### src/rtl/ce_mcyc_ctl.sv
// ce_mcyc_ctl: sequencer for multi-cycle CorExtend ops in the HL/MAC result path.
// It accepts a qualified S-stage op and runs the iterative datapath for LAT
// unheld E-stage cycles, stalling the core while it runs. It then raises the
// registered result-select strobe. Single-cycle ops only pulse the select.
//
//   state | meaning
//   ------+-----------------------------------------------------------------
//   IDLE  | no op in flight; accepts new ops
//   BUSY  | multi-cycle op iterating; core halted; cnt = remaining iterations
//   DONE  | result cycle of a multi-cycle op; select high; accepts new ops
module ce_mcyc_ctl #(
   parameter int LAT        = 4,
   parameter int HALT_DRV_W = 4
) (
   input  logic                  CLK,
   input  logic                  RESET_D1_R_N,
   input  logic                  TMODE,
   input  logic                  CEI_CEHOLD,
   input  logic                  CEI_XCPN_M,
   input  logic [11:0]           CEI_OP_S_R,
   input  logic                  CEI_INSTM32_S_R_N,
   input  logic                  CFG_CEENBL,
   output logic                  DP_STEP_E,
   output logic                  DP_FIRST_E,
   output logic                  DP_LAST_E,
   output logic [3:0]            DP_CNT_E,
   output logic                  CE_SEL_E_R,
   output logic [HALT_DRV_W-1:0] CE_HALT_E_R_C
);

   typedef enum logic [1:0] {
      ST_IDLE = 2'd0,
      ST_BUSY = 2'd1,
      ST_DONE = 2'd2
   } state_t;

   localparam logic [3:0] LAT_M1 = 4'(LAT - 1);

   state_t     st_q, st_d;
   logic [3:0] cnt_q, cnt_d;
   logic       sel_q, sel_d;

   logic       rst_eff;
   logic       q_any;
   logic       q_multi;
   logic       q_single;
   logic       busy;

   // Low bits of the op field carry the operation itself, not sequencing info.
   logic       unused_op_bits;
   assign unused_op_bits = ^CEI_OP_S_R[7:0];

   // Test mode masks reset so scan state is not disturbed.
   assign rst_eff  = !RESET_D1_R_N && !TMODE;

   // Op qualification. Hold and exception both suppress acceptance.
   assign q_any    = CEI_OP_S_R[11] && !CEI_INSTM32_S_R_N && CFG_CEENBL &&
                     !CEI_CEHOLD && !CEI_XCPN_M;
   assign q_multi  = q_any && (CEI_OP_S_R[10:8] == 3'b001);
   assign q_single = q_any && !q_multi;

   // State, counter and select registers with synchronous reset.
   always_ff @(posedge CLK) begin
      if (rst_eff) begin
         st_q  <= ST_IDLE;
         cnt_q <= 4'd0;
         sel_q <= 1'b0;
      end else begin
         st_q  <= st_d;
         cnt_q <= cnt_d;
         sel_q <= sel_d;
      end
   end

   // Next state: exception kills, hold freezes, otherwise sequence the op.
   always_comb begin
      st_d  = st_q;
      cnt_d = cnt_q;
      sel_d = 1'b0;
      if (CEI_XCPN_M) begin
         st_d  = ST_IDLE;
         cnt_d = 4'd0;
         sel_d = 1'b0;
      end else if (CEI_CEHOLD) begin
         st_d  = st_q;
         cnt_d = cnt_q;
         sel_d = sel_q;
      end else begin
         unique case (st_q)
            ST_IDLE: begin
               if (q_multi) begin
                  st_d  = ST_BUSY;
                  cnt_d = LAT_M1;
               end else if (q_single) begin
                  sel_d = 1'b1;
               end
            end
            ST_BUSY: begin
               if (cnt_q != 4'd0) begin
                  cnt_d = cnt_q - 4'd1;
               end else begin
                  st_d  = ST_DONE;
                  sel_d = 1'b1;
               end
            end
            ST_DONE: begin
               // DONE accepts directly so back-to-back ops lose no cycle.
               if (q_multi) begin
                  st_d  = ST_BUSY;
                  cnt_d = LAT_M1;
               end else if (q_single) begin
                  st_d  = ST_IDLE;
                  sel_d = 1'b1;
               end else begin
                  st_d  = ST_IDLE;
               end
            end
            default: begin
               st_d  = ST_IDLE;
               cnt_d = 4'd0;
            end
         endcase
      end
   end

   // Datapath controls and stall, decoded from the registers plus hold only.
   always_comb begin
      busy          = (st_q == ST_BUSY);
      CE_HALT_E_R_C = {HALT_DRV_W{busy}};
      DP_STEP_E     = busy && !CEI_CEHOLD;
      DP_FIRST_E    = busy && (cnt_q == LAT_M1);
      DP_LAST_E     = busy && (cnt_q == 4'd0);
      DP_CNT_E      = cnt_q;
      CE_SEL_E_R    = sel_q;
   end

endmodule

### config.mk
export PLATFORM = sky130hd
export DESIGN_NAME = ce_mcyc_ctl
export DESIGN_NICKNAME = d
export VERILOG_FILES = /design/src/rtl/ce_mcyc_ctl.sv
export SDC_FILE = /design/constraint.sdc
export NUM_CORES = 1
export LEC_CHECK = 0
export ABC_AREA = 1
export CAP_MARGIN = 20
export CORE_MARGIN = 2
export CORE_UTILIZATION = 38
export CTS_CLUSTER_SIZE = 25
export DETAILED_ROUTE_END_ITERATION = 8
export HOLD_SLACK_MARGIN = 0.1
export PLACE_DENSITY = 0.82
export SLEW_MARGIN = 20
export SYNTH_ARGS = -nofsm -noshare
export SYNTH_HDL_FRONTEND = slang
export SYNTH_SLANG_ARGS = --single-unit
### constraint.sdc
create_clock -name CLK -period 2.4 [get_ports CLK]
set_clock_uncertainty 0.15 [all_clocks]
set_input_delay 0.6 -clock CLK [delete_from_list [all_inputs] [get_ports CLK]]
set_output_delay 0.6 -clock CLK [all_outputs]
set_load 0.05 [all_outputs]
==> impl_metrics.toml <==
[logic_synthesis]
yosysTopAreaCellShare_pct = 28.07
synth_cell_types = 18
synthCells = 75
synth_nets = 97
yosys_register_bits = 7
synth_largest_area_cell = "dfxtp_1"
synth-seq-area-share_pct = 28.07
synth_warnings = 0
synth.area.top_cells = "dfxtp_1 28%, nand2_1 12%, nand3_1 8.0%"
netlist_area_um2 = 499.2
syn_avg_cell_area_um2 = 6.656

[timing]
rsz0062_at_grt = "false"
layout_min_cycle_time_ps = 2253
slew_viol_final = 0
worst_slew_pin_slew_ps = 505.1
finalHoldViolations = 0
max_freq_mhz = 443.8
setup_tns_ps = 0
maxSlewHeadroom_pct = 66.22
setup_viol = 0
finalCritPeriodShare_pct = 93.89

[critical_path]
r2r_slack_ps = 830
cp-start-kind = "flop"
crit_buf_inv = 1
crit_chain = "clkdlybuf4s50_1"
worstSetupEndpoint = "DP_CNT_E[2]"
critPathSlowestCell = "clkdlybuf4s50_1"
crit_cells = 1
cpPeakStageDelay_ps = 830
required_ps = 1650
worstPathArrival_ps = 1500
cp_max_fo = 6
crit_start = "DP_CNT_E[2]"
end_kind = "primary output"
rr_endpoint = "DP_CNT_E[3]"
reg2regPathDepth = 8
path_class = "flop to primary output"
rr_startpoint = "DP_CNT_E[0]"
crit_family = "buffers and inverters"

[global_routing]
grt.overflow.total = 0
track_usage_pct = 17.78
grt_start_max_net_pins = 9
grt_pass1_vias = 447
grt_pass1_wl_um = 1883
antenna_found_initial = 0

[detailed_routing]
vias = 567
drc_errors = 0
firstDrtPassIters = 4
ant_nets = 0
wirelength_um = 1242
wire_per_inst_um = 10.89
avgViaCountPerCell = 4.974
drt_iter0_markers = 10

[finish]
final_cell_mix = "16 x nand2_1, 15 x clkdlybuf4s50_1, 9 x inv_1"
stdcell_area_um2 = 769.5
area_delta_synth_final_pct = 54.14
diodes = 0
drive_gt1_share_pct = 20.20
post-route-util_pct = 60.65
final_common_cell = "nand2_1"
layout.nets = 122

[placed_design]
dpl.hpwl_um = 1002
io_buffer_count = 22
gp_congestion = 0.8371
place_area_um2 = 743.2

[clock_tree]
cts_buffer_depth = 2
ctsHoldBuffers = 0
numCtsBuffers = 3
path_clk_slew_ps = 60
root_buffer = "clkbuf_4"
cts_setup_buffers = 0
ctsResizeCount = 0
cts_tree = "done"
clock_sinks = 7
clock_latency_ps = 270
htree_levels = 1

[worst_hold_path]
min_path_cells = 2
hold_path_class = "flop to flop"

[die]
dieHeight_um = 40.25
core_area_um2 = 1269
die_area_um2 = 1620
initial_core_util_pct = 39.35
die_w_um = 40.25
pin_count = 31
num_rows = 13

[power]
finalPower_uw = 271.8
power.density_nw_per_um2 = 353.3
vdd_drop_max_uv = 182.5
leakagePower_nw = 0.3153

[run]
drv_cap = 0

[run_status]
status = "finished clean"
[where the power goes]
part           leakage [nW]  switching (mW)  total, mW  internal, mW
Combinational         0.244          0.0153     0.0376        0.0222
Sequential           0.0565         0.00101      0.118         0.117
Clock                0.0150          0.0520      0.116        0.0640
Total                 0.315          0.0683      0.272         0.204
[per-layer routing]
layer	routed length [µm]	global-route usage, %
met4	31	12.50
met3	64	2.222
met5	0	0
met1	560	21.33
met2	586	29.03
[Yosys cell counts (all sizes together)]
cell type,count
a211oi,1
a21oi,5
a31oi,1
buf,4
dfxtp,7
ha,3
inv,12
nand2,16
nand3,8
nand3b,1
nand4,3
nor2,9
nor3b,1
o21ai,2
or2,2
[flip-flops by register name, summed over array words and instances (netlist names)]
signal	cells
st_q	2
CE_SEL_E_R	1
DP_CNT_E	4
[final cells by class]
cell class | instances | area (µm²)
flip-flops and latches | 7 | 140.1
fillers | 111 | 499.2
repair buffers | 24 | 255.2
clock buffers | 4 | 26.28
well taps | 15 | 18.77
multi-input cells | 52 | 284.0
inverters | 12 | 45.04
[per-stage QoR]
stage          setup slack (ps)  hold slack [ps]  std cells
2_1_floorplan             44.84            326.7         75
3_3_place_gp              213.7            312.0        110
3_5_place_dp              220.9            322.4        110
4_1_cts                   146.0            331.0        114
5_1_grt                   75.37            349.1        114
6_report                  146.6            326.9        114
[cells by family (layout without fill, tap and decap cells)]
kind of cell,Yosys count,in the layout,synth area share (%)
buf+inv,16,40,15.04
flops,7,7,28.07
fa+ha+maj,3,3,7.520
compound gates,9,9,9.775
simple gates,40,40,39.60
[worst min path at each step]
stage,start,end,slack (ps)
after CTS,CE_SEL_E_R,CE_SEL_E_R,330
after global placement,CE_SEL_E_R,CE_SEL_E_R,310
after floorplan,st_q[0],st_q[0],330
after global routing,CE_SEL_E_R,CE_SEL_E_R,350
final,CE_SEL_E_R,CE_SEL_E_R,330
after detailed placement,CE_SEL_E_R,CE_SEL_E_R,320
Note: power is estimated with default switching activity, not from simulation.
